File: config.mk
export PLATFORM = sky130hd
export DESIGN_NAME = regfile_wb_scoreboard_flat
export DESIGN_NICKNAME = d
export VERILOG_FILES = /design/src/rtl/regfile_wb_scoreboard_if.sv /design/src/rtl/regfile_wb_scoreboard.sv /design/src/flat_wrapper.sv
export SDC_FILE = /design/constraint.sdc
export NUM_CORES = 2
export LEC_CHECK = 0
export ABC_AREA = 0
export BUFFER_PORTS_ARGS = -buffer_cell sky130_fd_sc_hd__buf_2
export CORE_MARGIN = 2
export CORE_UTILIZATION = 50
export CTS_CLUSTER_SIZE = 28
export DETAILED_ROUTE_END_ITERATION = 8
export HOLD_SLACK_MARGIN = 0.02
export PLACE_DENSITY = 0.66
export SYNTH_ARGS = -nofsm -noshare
export SYNTH_HDL_FRONTEND = slang
export SYNTH_SLANG_ARGS = --single-unit
File: constraint.sdc
create_clock -name clk_i -period 90.3 [get_ports clk_i]
set_clock_uncertainty 0.05 [all_clocks]
set_input_delay 18.06 -clock clk_i [delete_from_list [all_inputs] [get_ports clk_i]]
set_output_delay 18.06 -clock clk_i [all_outputs]
set_load 0.02 [all_outputs]
File: src/rtl/regfile_wb_scoreboard_if.sv
// rtl/regfile_wb_scoreboard_if.sv - read, writeback, issue and stall signals of the GPR write end
interface regfile_wb_scoreboard_if #(
    parameter int DATA_W = 32,
    parameter int ADDR_W = 5
);
    logic [ADDR_W-1:0] raddr1_i;
    logic [ADDR_W-1:0] raddr2_i;
    logic              re1_i;
    logic              re2_i;
    logic [DATA_W-1:0] rdata1_o;
    logic [DATA_W-1:0] rdata2_o;
    logic              wb_we_i;
    logic [ADDR_W-1:0] wb_waddr_i;
    logic [DATA_W-1:0] wb_wdata_i;
    logic              wb_late_i;
    logic              issue_valid_i;
    logic [ADDR_W-1:0] issue_addr_i;
    logic              issue_ready_o;
    logic              flush_i;
    logic              stall_o;
    logic              err_o;

    modport slave (
        input  raddr1_i, raddr2_i, re1_i, re2_i,
        output rdata1_o, rdata2_o,
        input  wb_we_i, wb_waddr_i, wb_wdata_i, wb_late_i,
        input  issue_valid_i, issue_addr_i,
        output issue_ready_o,
        input  flush_i,
        output stall_o, err_o
    );

    modport master (
        output raddr1_i, raddr2_i, re1_i, re2_i,
        input  rdata1_o, rdata2_o,
        output wb_we_i, wb_waddr_i, wb_wdata_i, wb_late_i,
        output issue_valid_i, issue_addr_i,
        input  issue_ready_o,
        output flush_i,
        input  stall_o, err_o
    );
endinterface

File: src/rtl/regfile_wb_scoreboard.sv
// rtl/regfile_wb_scoreboard.sv - 2R1W register file with write-through and pending-write scoreboard
module regfile_wb_scoreboard #(
    parameter int DATA_W = 32,
    parameter int ADDR_W = 5,
    parameter int CNT_W  = 2
) (
    input  logic                  clk_i,
    input  logic                  rst_i,
    regfile_wb_scoreboard_if.slave bus
);
    localparam int               NREG    = 1 << ADDR_W;
    localparam logic [CNT_W-1:0] CNT_MAX = '1;
    localparam logic [CNT_W-1:0] CNT_ONE = CNT_W'(1);

    logic [DATA_W-1:0] regs_q [NREG];
    logic [CNT_W-1:0]  cnt_q  [NREG];
    logic [CNT_W-1:0]  cnt_d  [NREG];
    logic              err_q;
    logic              err_d;

    logic [CNT_W-1:0]  wcnt, icnt, c1, c2;
    logic              dec_hit, inc_hit, bad_retire, ready_raw;
    logic              pend1, pend2;

    assign wcnt = cnt_q[bus.wb_waddr_i];
    assign icnt = cnt_q[bus.issue_addr_i];
    assign c1   = cnt_q[bus.raddr1_i];
    assign c2   = cnt_q[bus.raddr2_i];

    // A late retire only counts down a register that actually has a result outstanding.
    assign dec_hit    = bus.wb_we_i && bus.wb_late_i && (bus.wb_waddr_i != '0) && (wcnt != '0);
    assign bad_retire = bus.wb_we_i && bus.wb_late_i && (bus.wb_waddr_i != '0) && (wcnt == '0)
                        && !bus.flush_i;

    assign ready_raw = (bus.issue_addr_i == '0) || (icnt != CNT_MAX)
                       || (dec_hit && (bus.wb_waddr_i == bus.issue_addr_i));
    assign bus.issue_ready_o = !rst_i && ready_raw;
    assign inc_hit = bus.issue_valid_i && bus.issue_ready_o && (bus.issue_addr_i != '0);

    // The last outstanding write retiring this cycle is supplied by write-through, so no stall.
    assign pend1 = (bus.raddr1_i != '0) && (c1 != '0)
                   && !(dec_hit && (bus.wb_waddr_i == bus.raddr1_i) && (c1 == CNT_ONE));
    assign pend2 = (bus.raddr2_i != '0) && (c2 != '0)
                   && !(dec_hit && (bus.wb_waddr_i == bus.raddr2_i) && (c2 == CNT_ONE));

    assign bus.stall_o = !rst_i && ((bus.re1_i && pend1) || (bus.re2_i && pend2)
                                    || (bus.issue_valid_i && !ready_raw));
    assign bus.err_o   = err_q;

    always_comb begin
        bus.rdata1_o = '0;
        if (!rst_i && (bus.raddr1_i != '0)) begin
            if (bus.wb_we_i && (bus.wb_waddr_i == bus.raddr1_i)) begin
                bus.rdata1_o = bus.wb_wdata_i;
            end else begin
                bus.rdata1_o = regs_q[bus.raddr1_i];
            end
        end
    end

    always_comb begin
        bus.rdata2_o = '0;
        if (!rst_i && (bus.raddr2_i != '0)) begin
            if (bus.wb_we_i && (bus.wb_waddr_i == bus.raddr2_i)) begin
                bus.rdata2_o = bus.wb_wdata_i;
            end else begin
                bus.rdata2_o = regs_q[bus.raddr2_i];
            end
        end
    end

    // Issue and retire to the same register in one cycle cancel out.
    always_comb begin
        for (int a = 0; a < NREG; a++) begin
            cnt_d[a] = cnt_q[a];
            if (bus.flush_i) begin
                cnt_d[a] = '0;
            end else if (inc_hit && (bus.issue_addr_i == ADDR_W'(a))
                         && !(dec_hit && (bus.wb_waddr_i == ADDR_W'(a)))) begin
                cnt_d[a] = cnt_q[a] + CNT_ONE;
            end else if (dec_hit && (bus.wb_waddr_i == ADDR_W'(a))
                         && !(inc_hit && (bus.issue_addr_i == ADDR_W'(a)))) begin
                cnt_d[a] = cnt_q[a] - CNT_ONE;
            end
        end
    end

    assign err_d = err_q || bad_retire;

    always_ff @(posedge clk_i or posedge rst_i) begin
        if (rst_i) begin
            for (int i = 0; i < NREG; i++) begin
                regs_q[i] <= '0;
            end
        end else if (bus.wb_we_i && (bus.wb_waddr_i != '0)) begin
            regs_q[bus.wb_waddr_i] <= bus.wb_wdata_i;
        end
    end

    always_ff @(posedge clk_i or posedge rst_i) begin
        if (rst_i) begin
            for (int i = 0; i < NREG; i++) begin
                cnt_q[i] <= '0;
            end
            err_q <= 1'b0;
        end else begin
            cnt_q <= cnt_d;
            err_q <= err_d;
        end
    end
endmodule

File: src/flat_wrapper.sv
// flat-port wrapper written by rule: the top's interface ports become plain ports
module regfile_wb_scoreboard_flat 
#(
    parameter int DATA_W = 32,
    parameter int ADDR_W = 5,
    parameter int CNT_W  = 2
)
  (clk_i, rst_i, bus_raddr1_i, bus_raddr2_i, bus_re1_i, bus_re2_i, bus_rdata1_o, bus_rdata2_o, bus_wb_we_i, bus_wb_waddr_i, bus_wb_wdata_i, bus_wb_late_i, bus_issue_valid_i, bus_issue_addr_i, bus_issue_ready_o, bus_flush_i, bus_stall_o, bus_err_o);
  regfile_wb_scoreboard_if #(.DATA_W(DATA_W), .ADDR_W(ADDR_W)) bus_i ();
  input  logic clk_i;
  input  logic rst_i;
  input wire logic [$bits(bus_i.raddr1_i)-1:0] bus_raddr1_i;
  input wire logic [$bits(bus_i.raddr2_i)-1:0] bus_raddr2_i;
  input wire logic [$bits(bus_i.re1_i)-1:0] bus_re1_i;
  input wire logic [$bits(bus_i.re2_i)-1:0] bus_re2_i;
  output wire logic [$bits(bus_i.rdata1_o)-1:0] bus_rdata1_o;
  output wire logic [$bits(bus_i.rdata2_o)-1:0] bus_rdata2_o;
  input wire logic [$bits(bus_i.wb_we_i)-1:0] bus_wb_we_i;
  input wire logic [$bits(bus_i.wb_waddr_i)-1:0] bus_wb_waddr_i;
  input wire logic [$bits(bus_i.wb_wdata_i)-1:0] bus_wb_wdata_i;
  input wire logic [$bits(bus_i.wb_late_i)-1:0] bus_wb_late_i;
  input wire logic [$bits(bus_i.issue_valid_i)-1:0] bus_issue_valid_i;
  input wire logic [$bits(bus_i.issue_addr_i)-1:0] bus_issue_addr_i;
  output wire logic [$bits(bus_i.issue_ready_o)-1:0] bus_issue_ready_o;
  input wire logic [$bits(bus_i.flush_i)-1:0] bus_flush_i;
  output wire logic [$bits(bus_i.stall_o)-1:0] bus_stall_o;
  output wire logic [$bits(bus_i.err_o)-1:0] bus_err_o;
  assign bus_i.raddr1_i = bus_raddr1_i;
  assign bus_i.raddr2_i = bus_raddr2_i;
  assign bus_i.re1_i = bus_re1_i;
  assign bus_i.re2_i = bus_re2_i;
  assign bus_rdata1_o = bus_i.rdata1_o;
  assign bus_rdata2_o = bus_i.rdata2_o;
  assign bus_i.wb_we_i = bus_wb_we_i;
  assign bus_i.wb_waddr_i = bus_wb_waddr_i;
  assign bus_i.wb_wdata_i = bus_wb_wdata_i;
  assign bus_i.wb_late_i = bus_wb_late_i;
  assign bus_i.issue_valid_i = bus_issue_valid_i;
  assign bus_i.issue_addr_i = bus_issue_addr_i;
  assign bus_issue_ready_o = bus_i.issue_ready_o;
  assign bus_i.flush_i = bus_flush_i;
  assign bus_stall_o = bus_i.stall_o;
  assign bus_err_o = bus_i.err_o;
  regfile_wb_scoreboard #(.DATA_W(DATA_W), .ADDR_W(ADDR_W), .CNT_W(CNT_W)) u_core (.clk_i(clk_i), .rst_i(rst_i), .bus(bus_i));
endmodule
Word-level counts from Yosys, hierarchy flattened
Index checks and enable logic that the tools add are counted.
{ "op_classes": {"n_eq_ne": 68, "n_addsub": 64, "mux": 121, "mul": 0, "div": 0, "bitwise_logic": 4, "n_reduce_logical": 271, "shift": 0, "n_lt_le_gt_ge": 5} }
{ "op_table": {"columns": ["op", "count"], "rows": [
  ["$bwmux 1024", 1],
  ["$bmux 32 s5", 2],
  ["$mux 32", 9],
  ["$mux 2", 104],
  ["$demux 32 s5", 1],
  ["$eq 5x5->1 const B", 32],
  ["$logic_and 1x1->1", 155],
  ["$reduce_bool 3->1", 32],
  ["$eq 5x4->1 const B", 16],
  ["$logic_not 1->1", 69],
  ["$add 2x1->2 const B", 32],
  ["$sub 2x1->2 const B", 32],
  ["$bmux 2 s5", 4],
  ["$eq 5x3->1 const B", 8],
  ["$ge 6x6->1 const B", 4],
  ["$not 5->6", 4],
  ["$eq 5x2->1 const B", 4],
  ["$reduce_bool 5->1", 4],
  ["$eq 5x5->1", 3],
  ["$eq 5x1->1 const B", 2],
  ["$logic_not 5->1", 2],
  ["$lt 6x1->1 const B", 1],
  ["$reduce_bool 2->1", 3],
  ["$logic_or 1x1->1", 5],
  ["3 further kinds", 4]
]} }
{ "word_totals": {"inputBits": 60, "rom_bits": 0, "latch_bits": 0, "register_bits": 1089, "ram_bits": 0, "out_inout_bits": 67, "memories": 0} }

Logic depth before layout (Yosys ltp)
{ "logic_depth": {"depth_word": 17, "mapped_depth": 12, "depth_no_buf": 8} }

Worst setup path after synthesis
OpenSTA, ideal clock, no wires.
{ "synth_timing": {"path_kind": "input port to output port", "from": "in rst_i", "to": "out bus_rdata1_o[0]", "path_stages": 3, "arrival_time_ns": 45.365, "slack_ns": 26.825, "path_cell_list": "inv_1 o21ai_1 a211oi_1"} }
{ "synth_between": {"elab_chain_cells": 3} }
{ "synth_rtl": {"columns": ["item", "line", "rtl"], "rows": [
  ["start, declared", "flat_wrapper.sv:11", "input logic rst_i;"],
  ["$logic_not 1->1", "regfile_wb_scoreboard.sv:52", "if (!rst_i && (bus.raddr1_i != '0)) begin"],
  ["$logic_and 1x1->1", "regfile_wb_scoreboard.sv:52", null],
  ["$mux 32", "regfile_wb_scoreboard.sv:52", null],
  ["end, declared", "flat_wrapper.sv:16", "output wire logic [$bits(bus_i.rdata1_o)-1:0] bus_rdata1_o;"]
]} }
No other way between the ends.

Final worst setup path
{ "layout_timing": {"from": "in bus_raddr1_i[0]", "to": "out bus_rdata1_o[12]"} }
{ "layout_between": {"elab_chain_cells": 6, "word_cells_on_any_way": 10, "classes_between": "eq/ne: 1; mux: 5; bitwise: 1; reduce/logical: 3"} }
{ "layout_rtl": {"columns": ["item", "line", "rtl"], "rows": [
  ["start, declared", "flat_wrapper.sv:12", "input wire logic [$bits(bus_i.raddr1_i)-1:0] bus_raddr1_i;"],
  ["$not 5->6 (implied by the code)", "regfile_wb_scoreboard.sv:56", "bus.rdata1_o = regs_q[bus.raddr1_i];"],
  ["$bmux 32 s5", "regfile_wb_scoreboard.sv:56", null],
  ["$mux 32 (implied by the code) (2 in a row)", "regfile_wb_scoreboard.sv:56", null],
  ["$mux 32", "regfile_wb_scoreboard.sv:53", "if (bus.wb_we_i && (bus.wb_waddr_i == bus.raddr1_i)) begin"],
  ["$mux 32 *", "regfile_wb_scoreboard.sv:52", null]
]} }
Every way passes the cells marked *; elsewhere a longest branch is shown, timed or not. The select of a mux whose other input is x is not followed.

==> flow_summary.json <==
{
  "finalHoldViolations": 0,
  "tightest_slew_ns": 1.20,
  "numCtsBuffers": 115,
  "routed_wl_um": 176000,
  "clock_latency_ns": 0.74,
  "synth.largest_area_cell": "dfrtp_1",
  "drc": 0,
  "finalSetupViolCount": 0,
  "cts_resized": 0,
  "synth_nets": 4164,
  "synthArstFlopShare_pct": 100,
  "synth_warnings": 0,
  "final_layout_size_suffix_gt1_share_pct": 51.9,
  "cts_tree": "yes",
  "die_y_um": 353,
  "critPathKind": "input port to output pin",
  "combPwrFrac_pct": 19.8,
  "period_share_pct": 45.0,
  "ys_types": 60,
  "postSynthAreaPerCell_um2": 14.8,
  "core_area_um2": 121000,
  "drtAntennaViolNets": 0,
  "cellPowerDensity_nw_per_um2": 21.5,
  "vdd_drop_max_mv": 0.0167,
  "crit_arrival_ns": 22.52,
  "max_freq_mhz": 24.6,
  "p_switching_uw": 383,
  "fin_crit_ns": 40.63,
  "ios": 127,
  "area_growth_syn_to_layout_pct": 9.42,
  "synth_area_leaders": "dfrtp_1 45%, mux4_2 24%, mux2_2 18%, mux2i_1 2.1%, clkbuf_1 2.0%",
  "final_net_count": 4010,
  "synth_seq_cells": 1089,
  "switching_share_pct": 26.7,
  "grt_use_total_pct": 28.3,
  "max_cap_violations": 0,
  "antenna_found_initial": 1,
  "crit_path_end_kind": "output pin",
  "tns_ns": 0,
  "clockPowerShare_pct": 35.7,
  "final_cell_area_um2": 66600,
  "crit_fanout": 53,
  "p_leak_nw": 27.7,
  "dieArea_um2": 125000,
  "grt_pass1_vias": 38900,
  "vias": 38300,
  "drv_slew": 0,
  "status": "finished, final reports clean",
  "p_int_mw": 1.05,
  "synth_edf_count": 0,
  "synth_flop_cell": "dfrtp_1",
  "netlist_area_um2": 60900,
  "grt_pass1_wl_um": 264000,
  "synth_top_area_share_pct": 44.8,
  "wl_per_cell_um": 31.0,
  "die_w_um": 353,
  "hpwlAfterDp_um": 95600,
  "htree_num_levels": 3,
  "cp.required_ns": 72.19,
  "diodes": 0,
  "clock_sinks": 1089,
  "grt_max_degree": 166,
  "drt_iter0_drc": 3730,
  "ys_seq_area_share_pct": 44.8,
  "dr.pass1.iters": 6,
  "grt-ovfl-total": 0,
  "netlist_instances": 4104,
  "clock_path_buffers": 3,
  "startpoint_type": "input port",
  "cts_hold_buf": 0,
  "cts-root-buf": "clkbuf_16",
  "start_util_pct": 50.2,
  "utilization_pct": 54.9,
  "rsz0062_at_grt": "no",
  "vias_per_cell": 6.76,
  "postCtsSetupBuffers": 0,
  "dpl_cell_area_um2": 62500,
  "max_slew_margin_pct": 19.5,
  "gp_congestion": 0.869,
  "cts.clk_slew.worst_paths_ns": 0.06,
  "ff2ff_setup_slack_ns": 86.79,
  "numPortBuffers": 126,
  "min_path_type": "register to register",
  "row_count": 128,
  "seq_power_share_pct": 44.5
}
-- metrics by stage --
step	cells	hold WS [ns]	worst slack [ns]	total power, mW
global route	5673	0.357	49.28	1.49
floorplan	4104	0.391	26.82	0.858
detailed placement	5458	0.333	49.62	0.929
finish	5673	0.341	49.67	1.43
CTS	5673	0.347	49.60	1.44
global placement	5458	0.326	49.62	0.919
-- layout by cell type (no fill, tap or decap), types with 20 or more instances in the layout --
master	instances
nor2b_1	38
clkbuf_8	29
mux2i_1	128
xnor2_1	62
nand3_1	51
nand2_1	45
nor4_1	20
buf_2	116
a211oi_1	112
a21oi_1	80
nor2_4	24
mux2_2	993
clkbuf_1	23
mux4_2	652
dfrtp_1	1089
clkbuf_16	115
nor3_1	66
nor2_1	125
buf_4	70
-- synthesized netlist by cell type (12+ instances only) --
| cell type | count |
|---|---|
| mux2i_1 | 128 |
| clkbuf_1 | 319 |
| buf_4 | 14 |
| dfrtp_1 | 1089 |
| buf_1 | 38 |
| nand2_1 | 50 |
| nand3_1 | 53 |
| nor2b_1 | 38 |
| o21ai_0 | 19 |
| or3_1 | 12 |
| buf_2 | 90 |
| nor4_1 | 20 |
| mux4_2 | 652 |
| nor3_1 | 66 |
| xnor2_1 | 62 |
| a21oi_1 | 80 |
| mux2_2 | 993 |
| a211oi_1 | 112 |
| nor2_1 | 149 |
-- layout make-up --
type | count | area (um2)
tap | 1625 | 2030
fill | 9759 | 54800
clock buffer | 167 | 3360
clock inverter | 48 | 753
multi-input combinational | 2540 | 31900
timing repair buffer | 197 | 1270
inverter | 7 | 36.3
sequential | 1089 | 27300
-- worst max-delay path: stages --
cell	delay (ns)
buf_8	0.46
buf_4	0.95
buf_4	0.92
mux4_2	0.36
nor2b_1	0.14
a211oi_1	0.08
a211oi_1	0.42
a21oi_1	0.08
a211oi_1	0.63
buf_2	0.28
-- registers in the layout, summed over array words and instances, names as in the netlist --
register,count
u_core.regs_q,1024
u_core.cnt_q,64
u_core.bus.err_o,1
-- per-layer routing --
layer	GRT usage, %	routed length (um)
met1	39.8	74000
met2	45.4	84500
met3	4.98	12000
met4	8.83	5230
met5	0	0
-- worst paths after layout --
check | start | end | depth (start not counted)
min reg2reg | u_core.regs_q[999]$_DFFE_PP0P_ | u_core.regs_q[999]$_DFFE_PP0P_ | 0
min | u_core.regs_q[999]$_DFFE_PP0P_ | u_core.regs_q[999]$_DFFE_PP0P_ | 0
max | bus_raddr1_i[0] | bus_rdata1_o[12] | 10
max in group asynchronous | rst_i | u_core.regs_q[141]$_DFFE_PP0P_ | 6
min in group asynchronous | rst_i | u_core.cnt_q[57]$_DFFE_PP0P_ | 2
max reg2reg | u_core.cnt_q[6]$_DFFE_PP0P_ | u_core.cnt_q[45]$_DFFE_PP0P_ | 9
-- cells by family after synthesis --
kind of cell	share of synthesized area [%]
buffers and inverters	3.29
and+or+nand+nor	3.39
xor gates and xnor gates	0.992
DFF	44.8
AOI/OAI and AO/OA	2.99
muxes	44.6
-- power groups by stage --
| stage | Sequential, mW | Combinational (mW) | Clock, mW |
|---|---|---|---|
| finish | 0.638 | 0.283 | 0.513 |
| global route | 0.649 | 0.303 | 0.542 |
| CTS | 0.636 | 0.286 | 0.521 |
| detailed placement | 0.644 | 0.285 | 0 |
| global placement | 0.640 | 0.279 | 0 |
| floorplan | 0.625 | 0.234 | 0 |
Note: power is estimated with default switching activity, not from simulation.
